===== src/rtl/fetch_pkg.sv =====
// Shared types and constants for the instruction fetch buffer and its queue.
package fetch_pkg;

    typedef enum logic [1:0] {
        IDLE  = 2'd0,
        RUN   = 2'd1,
        FLUSH = 2'd2
    } fetch_state_e;

    localparam logic [31:0] NOP_INSTR = 32'hE1A00000;

    typedef struct packed {
        logic [31:0] pc;
        logic [31:0] instr;
    } fetch_entry_t;

endpackage


===== src/rtl/fetch_fifo.sv =====
// Prefetch queue of {pc, instr} entries; flush empties it in one edge.
module fetch_fifo
    import fetch_pkg::*;
#(
    parameter int DEPTH = 4
) (
    input  logic                     clk,
    input  logic                     reset,
    input  logic                     flush,
    input  logic                     push,
    input  fetch_entry_t             wdata,
    input  logic                     pop,
    output fetch_entry_t             rdata,
    output logic                     empty,
    output logic [$clog2(DEPTH):0]   count
);

    localparam int AW = $clog2(DEPTH);
    localparam int CW = AW + 1;

    fetch_entry_t   mem_q [DEPTH];
    fetch_entry_t   mem_d [DEPTH];
    logic [AW-1:0]  wptr_q, wptr_d, rptr_q, rptr_d;
    logic [CW-1:0]  count_q, count_d;
    logic           full, do_push, do_pop;

    assign empty   = (count_q == '0);
    assign full    = (count_q == CW'(DEPTH));
    assign do_pop  = pop && !empty;
    // A full queue still accepts a push when the head leaves in the same cycle.
    assign do_push = push && (!full || do_pop);
    assign rdata   = mem_q[rptr_q];
    assign count   = count_q;

    always_comb begin
        wptr_d  = wptr_q;
        rptr_d  = rptr_q;
        count_d = count_q;
        if (flush) begin
            wptr_d  = '0;
            rptr_d  = '0;
            count_d = '0;
        end else begin
            if (do_push) wptr_d = wptr_q + AW'(1);
            if (do_pop)  rptr_d = rptr_q + AW'(1);
            count_d = count_q + CW'(do_push) - CW'(do_pop);
        end
    end

    always_comb begin
        mem_d = mem_q;
        if (do_push && !flush) mem_d[wptr_q] = wdata;
    end

    always_ff @(posedge clk or posedge reset) begin
        if (reset) begin
            wptr_q  <= '0;
            rptr_q  <= '0;
            count_q <= '0;
        end else begin
            wptr_q  <= wptr_d;
            rptr_q  <= rptr_d;
            count_q <= count_d;
        end
    end

    always_ff @(posedge clk) begin
        mem_q <= mem_d;
    end

endmodule


===== src/rtl/instr_fetch_buffer.sv =====
// Instruction prefetch: issues in-order word fetches, queues responses and
// presents the head to the datapath; redirects flush and refetch.
module instr_fetch_buffer
    import fetch_pkg::*;
#(
    parameter int          DEPTH    = 4,
    parameter logic [31:0] RESET_PC = 32'h0
) (
    input  logic        clk,
    input  logic        reset,
    input  logic        start,
    input  logic        redirect,
    input  logic [31:0] redirect_pc,
    input  logic        stall,
    output logic [31:0] InstrF,
    output logic [31:0] PCF,
    output logic        InstrValidF,
    output logic        imem_req,
    output logic [31:0] imem_addr,
    input  logic        imem_gnt,
    input  logic        imem_rvalid,
    input  logic [31:0] imem_rdata
);

    localparam int CW = $clog2(DEPTH) + 1;

    fetch_state_e  state_q, state_d;
    logic [31:0]   fetch_pc_q, fetch_pc_d, rsp_pc_q, rsp_pc_d, last_pc_q, last_pc_d;
    logic [CW-1:0] outst_q, outst_d, fifo_count;
    logic [CW:0]   inflight;
    logic          grant, rsp_live, push, pop, fifo_empty;
    fetch_entry_t  head, new_entry;

    // Responses with nothing outstanding are leftovers from before a reset.
    assign grant     = imem_req && imem_gnt;
    assign rsp_live  = imem_rvalid && (outst_q != '0);
    assign push      = rsp_live && (state_q == RUN) && !redirect;
    assign pop       = InstrValidF && !stall && !redirect;
    assign inflight  = {1'b0, fifo_count} + {1'b0, outst_q};
    assign outst_d   = outst_q + CW'(grant) - CW'(rsp_live);
    assign new_entry = '{pc: rsp_pc_q, instr: imem_rdata};

    fetch_fifo #(.DEPTH(DEPTH)) u_fifo (
        .clk   (clk),
        .reset (reset),
        .flush (redirect),
        .push  (push),
        .wdata (new_entry),
        .pop   (pop),
        .rdata (head),
        .empty (fifo_empty),
        .count (fifo_count)
    );

    always_ff @(posedge clk or posedge reset) begin
        if (reset) state_q <= IDLE;
        else       state_q <= state_d;
    end

    always_comb begin
        state_d = state_q;
        case (state_q)
            IDLE:    if (!redirect && start) state_d = RUN;
            RUN:     if (redirect && outst_d != '0) state_d = FLUSH;
            FLUSH:   if (!redirect && outst_d == '0) state_d = RUN;
            default: state_d = IDLE;
        endcase
    end

    always_comb begin
        imem_req = (state_q == RUN) && start && !redirect && (inflight < (CW+1)'(DEPTH));
    end

    always_comb begin
        fetch_pc_d = fetch_pc_q;
        rsp_pc_d   = rsp_pc_q;
        last_pc_d  = InstrValidF ? head.pc : last_pc_q;
        if (redirect) begin
            fetch_pc_d = redirect_pc & ~32'h3;
            rsp_pc_d   = redirect_pc & ~32'h3;
        end else begin
            if (grant) fetch_pc_d = fetch_pc_q + 32'd4;
            if (push)  rsp_pc_d   = rsp_pc_q + 32'd4;
        end
    end

    always_ff @(posedge clk or posedge reset) begin
        if (reset) begin
            fetch_pc_q <= RESET_PC;
            rsp_pc_q   <= RESET_PC;
            last_pc_q  <= RESET_PC;
            outst_q    <= '0;
        end else begin
            fetch_pc_q <= fetch_pc_d;
            rsp_pc_q   <= rsp_pc_d;
            last_pc_q  <= last_pc_d;
            outst_q    <= outst_d;
        end
    end

    assign InstrValidF = !fifo_empty;
    assign InstrF      = InstrValidF ? head.instr : NOP_INSTR;
    assign PCF         = InstrValidF ? head.pc : last_pc_q;
    assign imem_addr   = fetch_pc_q;

endmodule


===== config.mk =====
export PLATFORM = sky130hd
export DESIGN_NAME = instr_fetch_buffer
export DESIGN_NICKNAME = d
export VERILOG_FILES = /design/src/rtl/fetch_pkg.sv /design/src/rtl/fetch_fifo.sv /design/src/rtl/instr_fetch_buffer.sv
export SDC_FILE = /design/constraint.sdc
export NUM_CORES = 1
export LEC_CHECK = 0
export BUFFER_PORTS_ARGS = -buffer_cell sky130_fd_sc_hd__clkbuf_2
export CAP_MARGIN = 20
export CORE_ASPECT_RATIO = 0.7
export CORE_MARGIN = 2
export CORE_UTILIZATION = 45
export CTS_CLUSTER_DIAMETER = 80
export DETAILED_ROUTE_END_ITERATION = 8
export PLACE_DENSITY = 0.68
export SYNTH_ARGS = -nofsm -noshare
export SYNTH_HDL_FRONTEND = slang
export SYNTH_SLANG_ARGS = --single-unit
export TNS_END_PERCENT = 10

===== constraint.sdc =====
create_clock -name clk -period 5 [get_ports clk]
set_input_delay 1.5 -clock clk [delete_from_list [all_inputs] [get_ports clk]]
set_output_delay 1.5 -clock clk [all_outputs]
set_load 0.02 [all_outputs]

==> summary.txt, run 1 <==
Status
  – Status: finished, final reports clean

Synth
  – Post-synthesis sequential area ratio: 0.695
  – Unique masters post-synth: 57
  – Number of synthesized flops with an enable pin: 248
  – Synth top area share: 0.515
  – Synthesized area: 14,500 µm²
  – Ys async rst share: 0.295
  – Mapped Cells: 881
  – Top cells by area, synth: edfxtp_1 (51%), dfrtp_1 (18%), mux4_2 (9.6%)
  – Synthesis-stage register bit count: 352
  – Synth Area per Inst: 16.4 µm²
  – Commonest cells in the synthesized netlist: edfxtp_1 (248), dfrtp_1 (104), mux4_2 (62), nand2_1 (55)
  – Cell taking the most area after synthesis: edfxtp_1
  – Ys flop type: edfxtp_1
  – Synthesis warning total: 0
  – Count leader, synth: edfxtp_1

Timing
  – Slew @ Worst Pin: 0.914 ns
  – RSZ-0062 raised after global routing: no
  – Setup TNS Final: 0 ns
  – WHS: 0.485 ns
  – Count of final setup violators: 0
  – Max Clock Freq: 238 MHz
  – Max-slew violations: 0
  – Post-route clock skew: 0.0191 ns
  – Min Clock Period, post-route: 4.20 ns
  – Slew HR: 0.385
  – Final Hold Vio Count: 0
  – Period utilization: 0.841

Placement
  – Placed Cells: 1,445
  – GP Congestion: 0.828
  – Final HPWL DP: 19,700 µm
  – I/O Buffers: 164

GRT
  – Vias in the first global route: 8,374
  – Global-route wire length before repair: 49,000 µm
  – Grt total ovfl: 0
  – Initial antenna violation count: 1
  – All-Layer GR Usage: 0.191
  – Largest net degree at the start of global routing: 71

Cells and area
  – Share of layout cells above drive strength 1: 0.326
  – NumNets Final: 1,148
  – Ant diodes: 0
  – Non-filler cells, final: 1,509
  – Area grow syn2layout: 17.3%

Routing
  – Pre-antenna DRT Iters: 5
  – Final wirelength: 31,300 µm
  – Total number of vias: 8,332
  – Detail-routed via count per cell: 5.52
  – 1st-iter DRT viols: 787
  – Post-route ant nets: 0
  – Remaining DRCs: 0
  – Wire per inst: 20.7 µm

Setup path
  – Worst EP arrival: 2.70 ns
  – CP Capture Type: primary output
  – Required time worst endpoint: 3.50 ns
  – RR Endpoint: state_q[0]
  – Crit Path Max Fanout: 28
  – Crit Path Class: flip-flop to primary output
  – Reg-to-reg slack, setup: 1.70 ns
  – FF-to-FF path depth: 13
  – FF-to-FF Start: u_fifo.count[2]
  – Crit start category: flip-flop

Floorplanning
  – Die width: 218 µm
  – Core area: 31,400 µm²
  – Row count: 54
  – Starting density of the core: 0.461
  – Die Y: 154 µm
  – Die area: 33,600 µm²
  – Num ports: 169

Clock tree
  – Reg clk slew, reported paths: 0.06 ns
  – Hold_buf cts: 0
  – CTS Buf Count: 35
  – CTS resizes: 0
  – Clock root cell: clkbuf_16
  – TritonCTS clock tree: built
  – H-Tree Depth: 2
  – Longest Clk Path Bufs: 3
  – # Post-CTS Setup Buffers: 0
  – Clock sink count: 352
  – Skew-Pair Late Insertion Delay: 0.53 ns

Hold path
  – Hold path startpoint: last_pc_q[0]
  – Hold depth: 1
  – Hold path endpoint: last_pc_q[0]
  – Hold Path Class: flip-flop to flip-flop

Pwr
  – Max IR drop VDD: 0.000419 V
  – PwrDens: 502 nW/µm²
  – Leak Pwr: 6.14 nW

Job
  – Max Cap Viol: 0
==> metal layers <==
| layer | GRT usage | wire (µm) | vias up |
|---|---|---|---|
| met4 | 0.0398 | 343 | 0 |
| met5 | 0 | 0 | - |
| met3 | 0.0386 | 1600 | 28 |
| met1 | 0.288 | 14800 | 4318 |
| li1 | - | - | 3783 |
| met2 | 0.288 | 14600 | 203 |
==> power by group <==
group          internal, mW  switching, mW  total, mW
sequential             3.42          0.253       3.68
clock                  1.38           1.10       2.48
combinational          1.04           1.33       2.37
total                  5.84           2.68       8.53
==> cells in the final DEF, fill, tap and decap left out, drive strengths merged, types with 3 or more instances in the layout <==
master,Yosys,routed
and2,36,36
or3,5,5
or2,7,7
nand2,55,55
and4,4,4
o311ai,13,13
nor3,8,8
a31oi,4,4
clkbuf,19,209
nor2,25,25
xnor2,12,12
clkinvlp,0,4
buf,22,21
nor2b,3,3
xor2,23,23
nand4,28,28
nand3,36,36
or4,4,4
edfxtp,248,248
dfrtp,104,104
mux4,62,62
nor4,4,4
ha,12,12
o211ai,16,16
and3,15,15
inv,16,19
o21ai,39,39
mux2,33,33
a21oi,4,4
clkinv,0,10
==> per-stage QoR <==
step | worst slack, ns | util | power [mW] | instance area (µm²)
finish | 0.796 | 0.540 | 8.53 | 17000
global route | 0.617 | 0.540 | 8.96 | 17000
CTS | 0.714 | 0.540 | 8.65 | 17000
detailed placement | 0.712 | 0.506 | 6.15 | 15900
global placement | 0.768 | 0.506 | 6.11 | 15900
floorplan | 0.768 | - | 5.31 | 14500
==> worst max-delay path by stage <==
stage / from / endpoint / slack [ns] / cells past startpoint
final: u_fifo.rptr_q[0] / PCF[19] / 0.80 / 4
after global routing: u_fifo.count[1] / InstrF[4] / 0.62 / 6
after CTS: u_fifo.rptr_q[0] / PCF[19] / 0.71 / 4
after detailed placement: redirect / state_q[0] / 0.71 / 13
after global placement: redirect / state_q[0] / 0.77 / 13
after floorplan: reset / imem_addr[10] / 0.77 / 1
==> sequential cells by signal (all words and copies together) (netlist names) <==
signal,count
u_fifo.count,3
imem_addr,30
u_fifo.wptr_q,2
u_fifo.mem_q,248
outst_q,3
rsp_pc_q,30
u_fifo.rptr_q,2
last_pc_q,32
state_q,2
==> cells by family (layout without fill, tap and decap cells) <==
logic type | after synthesis | after routing | share of synthesized area
flip-flops | 352 | 352 | 0.695
other | 1 | 2 | 0.000259
multiplexers | 97 | 97 | 0.124
XOR/XNOR | 36 | 36 | 0.0228
buffers and inverters | 57 | 264 | 0.0173
adder cells (fa/ha/maj) | 14 | 14 | 0.0131
AO/OA/AOI/OAI | 83 | 83 | 0.0366
AND/OR/NAND/NOR | 241 | 241 | 0.0918
==> critical path: stages, from the launching register on <==
cell and delay (ns):
dfrtp_4 0.83, buf_12 0.29, mux4_2 0.58, mux2_2 0.30, clkbuf_2 0.16
==> area by class of cell <==
type                       instances  area (µm²)
timing repair buffer             185        1080
clock buffer                      45         933
sequential                       352       10100
clock inverter                    18         130
tap                              420         526
inverter                          16        65.1
multi-input combinational        473        4180
fill                            2571       14400
Power figures use the tool's default switching activity.
==> run 2, diff against run 1 <==
- clock period: 5 -> 4.3 ns (I/O delays scaled with it)
==> summary.txt, run 2 (synthesis gave the netlist of run 1 again) <==
Setup path
  – Worst EP arrival: 2.55 ns (-0.15 ns)
  – Critical path's slowest cell: dfrtp_4
  – Crit start category: flip-flop
  – Slowest cell delay on critical path: 0.66 ns (-0.17 ns)
  – Crit Path Max Fanout: 29 (+3.6%)
  – FF-to-FF path depth: 13 (unchanged)
  – Delay-heaviest family, CP: multiplexers
  – Worst path bufs/invs: 2 (unchanged)
  – Crit Path Class: flip-flop to primary output
  – RR Endpoint: state_q[0]
  – FF-to-FF Start: u_fifo.count[2]
  – Reg-to-reg slack, setup: 1.18 ns (-0.52 ns)
  – Required time worst endpoint: 3.01 ns (-0.49 ns)
  – CP Capture Type: primary output
  – Cells along the critical path: buf_12 > mux4_2 > mux2_2 > clkbuf_2

Clock tree
  – TritonCTS clock tree: built
  – CTS Buf Count: 36 (+2.9%)
  – CTS resizes: 0 (unchanged)
  – Clock root cell: clkbuf_16
  – Clock sink count: 352 (unchanged)
  – Longest Clk Path Bufs: 3 (unchanged)
  – Skew-Pair Late Insertion Delay: 0.53 ns (about the same)
  – H-Tree Depth: 2 (unchanged)
  – # Post-CTS Setup Buffers: 0 (unchanged)
  – Reg clk slew, reported paths: 0.06 ns (about the same)
  – Hold_buf cts: 0 (unchanged)

Floorplanning
  – Starting density of the core: 0.461 (unchanged)
  – Die area: 33,600 µm² (unchanged)
  – Core area: 31,400 µm² (unchanged)
  – Die Y: 154 µm (unchanged)
  – Die width: 218 µm (unchanged)
  – Row count: 54 (unchanged)
  – Num ports: 169 (unchanged)

Routing
  – Wire per inst: 20.6 µm (-0.47%)
  – Post-route ant nets: 0 (unchanged)
  – Remaining DRCs: 0 (unchanged)
  – Final wirelength: 31,200 µm (-0.21%)
  – Total number of vias: 8,321 (-0.13%)
  – 1st-iter DRT viols: 750 (-4.7%)
  – Pre-antenna DRT Iters: 6 (+1)
  – Detail-routed via count per cell: 5.50 (-0.40%)

Placement
  – Final HPWL DP: 20,100 µm (+2.3%)
  – I/O Buffers: 164 (unchanged)
  – GP Congestion: 0.821 (-0.76%)

Job
  – Max Cap Viol: 0 (unchanged)

Cells and area
  – NumNets Final: 1,152 (+0.35%)
  – Share of layout cells above drive strength 1: 0.328 (+0.00155)
  – Most frequent cells in the layout: edfxtp_1 (248), clkbuf_2 (164), dfrtp_1 (102)
  – Area of the multi-input gates: 4180 µm² (unchanged)
  – Ant diodes: 0 (unchanged)
  – Storage cell area: 10,100 µm² (unchanged)
  – Max reg flops: 248 (unchanged)
  – Top Registers: u_fifo.mem_q (248), last_pc_q (32)
  – Fillers: 2,544 (-1.1%)
  – Reg with most FFs: u_fifo.mem_q
  – Final core occ: 0.547 (+0.00709)
  – Commonest non-fill, non-tap cell in the layout: edfxtp_1
  – Area grow syn2layout: 18.8%

Pwr
  – Pwr Total: 10.3 mW (+21%)
  – Pint: 7.16 mW (+22%)
  – PwrDens: 598 nW/µm² (+19%)
  – Switch Pwr: 3.13 mW (+17%)
  – Max IR drop VDD: 0.000415 V (-0.95%)
  – Leak Pwr: 6.23 nW (+1.5%)
  – Combinational power share: 0.273 (-0.005)
  – Sw frac: 0.304 (-0.0106)
  – Clock power frac: 0.314 (+0.023)
  – Sequential power share: 0.413 (-0.018)

Timing
  – Setup TNS Final: 0 ns (unchanged)
  – Count of final setup violators: 0 (unchanged)
  – Post-route clock skew: 0.0167 ns (-0.00240 ns)
  – Period utilization: 0.893
  – RSZ-0062 raised after global routing: no
  – Final Hold Vio Count: 0 (unchanged)
  – Min Clock Period, post-route: 3.84 ns
  – Slew @ Worst Pin: 0.997 ns (+0.0829 ns)
  – Max Clock Freq: 260 MHz
  – Slew HR: 0.329 (-0.0558)
  – Max-slew violations: 0 (unchanged)

Status
  – Status: finished, final reports clean

GRT
  – Most Crowded Layer GR: met1
  – Initial antenna violation count: 0 (-1)
  – All-Layer GR Usage: 0.191 (about the same)
  – M2 GR Usage: 0.285 (-0.00287)
  – Largest net degree at the start of global routing: 71 (unchanged)
  – Grt total ovfl: 0 (unchanged)
  – Global-route wire length before repair: 49,200 µm (+0.28%)
  – Met1 usage: 0.288 (+0.000480)
  – GR met3 Demand/Resource: 0.0404 (+0.00178)
  – Vias in the first global route: 8,431 (+0.68%)

Hold path
  – Hold path endpoint: last_pc_q[0]
  – Hold path startpoint: last_pc_q[0]
  – Hold depth: 1 (unchanged)
  – Hold Path Class: flip-flop to flip-flop
==> run 2: layout make-up <==
class | count | share of cell area
clock inverter | 19 | 0.0146
tap | 420 | 0.0306
multi-input combinational | 473 | 0.243
sequential | 352 | 0.585
inverter | 16 | 0.00378
timing repair buffer | 188 | 0.0669
clock buffer | 45 | 0.0562
==> run 2: stage by stage <==
| step | setup slack (ns) | cell area (µm²) | cells | hold WS [ns] |
|---|---|---|---|---|
| after CTS | 0.376 | 17200 | 1512 | 0.496 |
| after floorplan | 0.278 | 14500 | 882 | 0.495 |
| final | 0.459 | 17200 | 1513 | 0.488 |
| after global placement | 0.392 | 16000 | 1448 | 0.467 |
| after global routing | 0.318 | 17200 | 1513 | 0.511 |
| after detailed placement | 0.361 | 16000 | 1448 | 0.476 |
==> run 2: metal layers <==
metal | share of wire | vias to the layer above
met1 | 0.47 | 4269
met4 | 0.015 | 0
met2 | 0.46 | 212
met5 | 0 | -
li1 | - | 3800
met3 | 0.056 | 40
==> run 2: power by group through the flow <==
stage          logic [mW]  registers, mW  clock network (mW)
6_report             2.81           4.25                3.23
5_1_grt              3.05           4.29                3.45
4_1_cts              2.87           4.25                3.29
3_5_place_dp         2.85           4.32                   0
3_3_place_gp         2.83           4.30                   0
2_1_floorplan        1.94           4.23                   0
==> run 2: worst max path at each step <==
stage          depth (start not counted)  slack [ns]              from             to
2_1_floorplan                          1        0.28             reset  imem_addr[10]
3_5_place_dp                          13        0.36          redirect     state_q[0]
5_1_grt                                4        0.32  u_fifo.rptr_q[0]        PCF[15]
3_3_place_gp                          13        0.39          redirect     state_q[0]
6_report                               4        0.46  u_fifo.rptr_q[0]        PCF[15]
4_1_cts                                4        0.38  u_fifo.rptr_q[0]        PCF[15]
==> run 3, diff against run 2 <==
- ABC_AREA: not set -> 1
- CTS_BUF_LIST: not set -> sky130_fd_sc_hd__clkbuf_8 sky130_fd_sc_hd__clkbuf_16
- CTS_CLUSTER_DIAMETER: 80 -> not set
==> summary.txt, run 3 <==
Status
  – Status: finished, final reports clean

GRT
  – Met1 usage: 0.328 (+0.0398)
  – All-Layer GR Usage: 0.218 (+0.0274)
  – Grt total ovfl: 0 (unchanged)
  – Most Crowded Layer GR: met1
  – GR met3 Demand/Resource: 0.0378 (-0.00253)
  – Global-route wire length before repair: 61,400 µm (+25%)
  – M2 GR Usage: 0.328 (+0.0430)
  – Initial antenna violation count: 0 (unchanged)
  – Vias in the first global route: 10,700 (+27%)
  – Largest net degree at the start of global routing: 73 (+2.8%)

Cells and area
  – Share of layout cells above drive strength 1: 0.154 (-0.173)
  – Reg with most FFs: u_fifo.mem_q
  – Fillers: 2,941 (+16%)
  – Most frequent cells in the layout: nor2_1 (377), edfxtp_1 (248), nand2_1 (235)
  – NumNets Final: 1,789 (+55%)
  – Area of the multi-input gates: 4820 µm² (+15%)
  – Max reg flops: 248 (unchanged)
  – Ant diodes: 0 (unchanged)
  – Top Registers: u_fifo.mem_q (248), last_pc_q (32)
  – Commonest non-fill, non-tap cell in the layout: nor2_1
  – Storage cell area: 10,100 µm² (unchanged)
  – Area grow syn2layout: 16.5%

Floorplanning
  – Die width: 226 µm (+3.5%)
  – Num ports: 169 (unchanged)
  – Die area: 36,000 µm² (+7.0%)
  – Core area: 33,700 µm² (+7.3%)
  – Starting density of the core: 0.460 (about the same)
  – Row count: 56 (+3.7%)
  – Die Y: 159 µm (+3.4%)

Synth
  – Synthesis-stage register bit count: 352 (unchanged)
  – Top cells by area, synth: edfxtp_1 (48%), dfrtp_1 (17%), nor2_1 (9.2%)
  – Mapped Cells: 1,545 (+75%)
  – Synthesized area: 15,500 µm² (+7.2%)
  – Synth Area per Inst: 10.0 µm² (-39%)
  – Ys async rst share: 0.295 (unchanged)
  – Post-synthesis sequential area ratio: 0.648 (-0.0465)
  – Commonest cells in the synthesized netlist: nor2_1 (381), edfxtp_1 (248), nand2_1 (235), o21ai_0 (147), dfrtp_1 (104)
  – Number of synthesized flops with an enable pin: 248 (unchanged)
  – Unique masters post-synth: 39 (-32%)
  – Ys flop type: edfxtp_1
  – Synthesis warning total: 0 (unchanged)
  – Count leader, synth: nor2_1
  – Synth top area share: 0.480 (-0.0344)
  – Cell taking the most area after synthesis: edfxtp_1

Timing
  – WHS: 0.488 ns (-0.000575 ns)
  – Count of final setup violators: 0 (unchanged)
  – Post-route clock skew: 0.0129 ns (-0.00377 ns)
  – Final Hold Vio Count: 0 (unchanged)
  – Slew HR: 0.415 (+0.0856)
  – Setup TNS Final: 0 ns (unchanged)
  – Period utilization: 0.898 (+0.00447)
  – Min Clock Period, post-route: 3.86 ns (+0.0192 ns)
  – Max-slew violations: 0 (unchanged)
  – RSZ-0062 raised after global routing: no
  – Slew @ Worst Pin: 0.877 ns (-0.119 ns)
  – Max Clock Freq: 259 MHz (-0.50%)

Placement
  – Final HPWL DP: 24,400 µm (+21%)
  – GP Congestion: 0.889 (+8.2%)
  – I/O Buffers: 164 (unchanged)

Setup path
  – FF-to-FF path depth: 17 (+4)
  – FF-to-FF Start: u_fifo.count[1]
  – Crit Path Max Fanout: 54 (+86%)
  – Worst EP arrival: 2.57 ns (+0.02 ns)
  – Crit Path Class: flip-flop to primary output
  – Reg-to-reg slack, setup: 1.14 ns (-0.04 ns)
  – Crit start category: flip-flop
  – RR Endpoint: state_q[1]
  – Required time worst endpoint: 3.01 ns (about the same)
  – CP Capture Type: primary output

Job
  – Max Cap Viol: 0 (unchanged)

Clock tree
  – Reg clk slew, reported paths: 0.06 ns (about the same)
  – CTS Buf Count: 36 (unchanged)
  – CTS resizes: 0 (unchanged)
  – Longest Clk Path Bufs: 3 (unchanged)
  – TritonCTS clock tree: built
  – Hold_buf cts: 0 (unchanged)
  – Skew-Pair Late Insertion Delay: 0.52 ns (about the same)
  – Clock root cell: clkbuf_16
  – H-Tree Depth: 2 (unchanged)
  – # Post-CTS Setup Buffers: 0 (unchanged)
  – Clock sink count: 352 (unchanged)

Hold path
  – Hold path startpoint: last_pc_q[1]
  – Hold path endpoint: last_pc_q[1]
  – Hold depth: 2 (+1)
  – Hold Path Class: flip-flop to flip-flop

Pwr
  – PwrDens: 631 nW/µm² (+5.5%)
  – Max IR drop VDD: 0.000364 V (-12%)
  – Leak Pwr: 7.21 nW (+16%)

Routing
  – Final wirelength: 39,000 µm (+25%)
  – Remaining DRCs: 0 (unchanged)
  – Post-route ant nets: 0 (unchanged)
  – Total number of vias: 11,500 (+39%)
  – Wire per inst: 17.8 µm (-14%)
  – Detail-routed via count per cell: 5.26 (-4.4%)
  – Pre-antenna DRT Iters: 7 (+1)
  – 1st-iter DRT viols: 1,303 (+74%)
-- run 3: cell types whose count changed after synthesis, moves of 33 or more --
cell / change
nand2_1: +180
a21oi_1: +60
mux2_2: -33
mux4_2: -62
nand3_1: +44
o21ai_0: +111
inv_1: +71
nor2_1: +356
-- run 3: cell type report --
cell class	instances	share of cell area
Inverter	93	0.0195
Clock inverter	25	0.0116
Multi-Input combinational cell	1033	0.267
Tap cell	464	0.0321
Sequential cell	352	0.557
Timing Repair Buffer	188	0.0603
Clock buffer	39	0.0528
-- run 3: layer usage --
layer  vias up  wire [µm]
li1       5561          -
met1      5563      18200
met2       354      17700
met3        58       2420
met4         0        752
met5         -          0
-- run 3: worst max-delay path by stage --
stage | end | start | depth (start not counted)
global route | InstrF[30] | u_fifo.rptr_q[0] | 5
detailed placement | state_q[1] | redirect | 16
finish | InstrF[30] | u_fifo.rptr_q[0] | 5
floorplan | u_fifo.mem_q[0] | redirect | 5
global placement | state_q[1] | redirect | 16
CTS | PCF[7] | u_fifo.rptr_q[0] | 6
-- run 3: per-stage QoR --
step / setup slack, ns / cell area, µm² / total power, mW / util / cells
finish: 0.440 / 18100 / 11.4 / 0.536 / 2194
global route: 0.274 / 18100 / 12.1 / 0.536 / 2194
CTS: 0.402 / 18100 / 11.5 / 0.536 / 2194
detailed placement: 0.586 / 16900 / 8.41 / 0.501 / 2130
global placement: 0.637 / 16900 / 8.33 / 0.501 / 2130
floorplan: -0.635 / 15500 / 6.97 / - / 1546
-- run 3: power breakdown --
| group | total (mW) | switching (mW) | internal, mW | leakage, nW |
|---|---|---|---|---|
| clock | 3.09 | 1.26 | 1.83 | 0.611 |
| sequential | 4.51 | 0.405 | 4.10 | 3.46 |
| combinational | 3.80 | 2.68 | 1.12 | 3.15 |
-- run 3: kinds of logic (layout without fill, tap and decap cells) --
group,after synthesis,count (layout),share of synthesized area
adder cells (fa/ha/maj),14,14,0.0123
AND/OR/NAND/NOR,730,730,0.192
XOR/XNOR,20,20,0.0113
AO/OA/AOI/OAI,267,267,0.0930
buffers and inverters,161,345,0.0433
other,1,2,0.000242
flip-flops,352,352,0.648
-- run 3: worst max-delay path: stages, from the launching register on --
cell and delay (ns):
dfrtp_4 0.69, inv_2 0.17, buf_4 0.45, nor2_1 0.06, o311ai_0 0.38, clkbuf_2 0.25
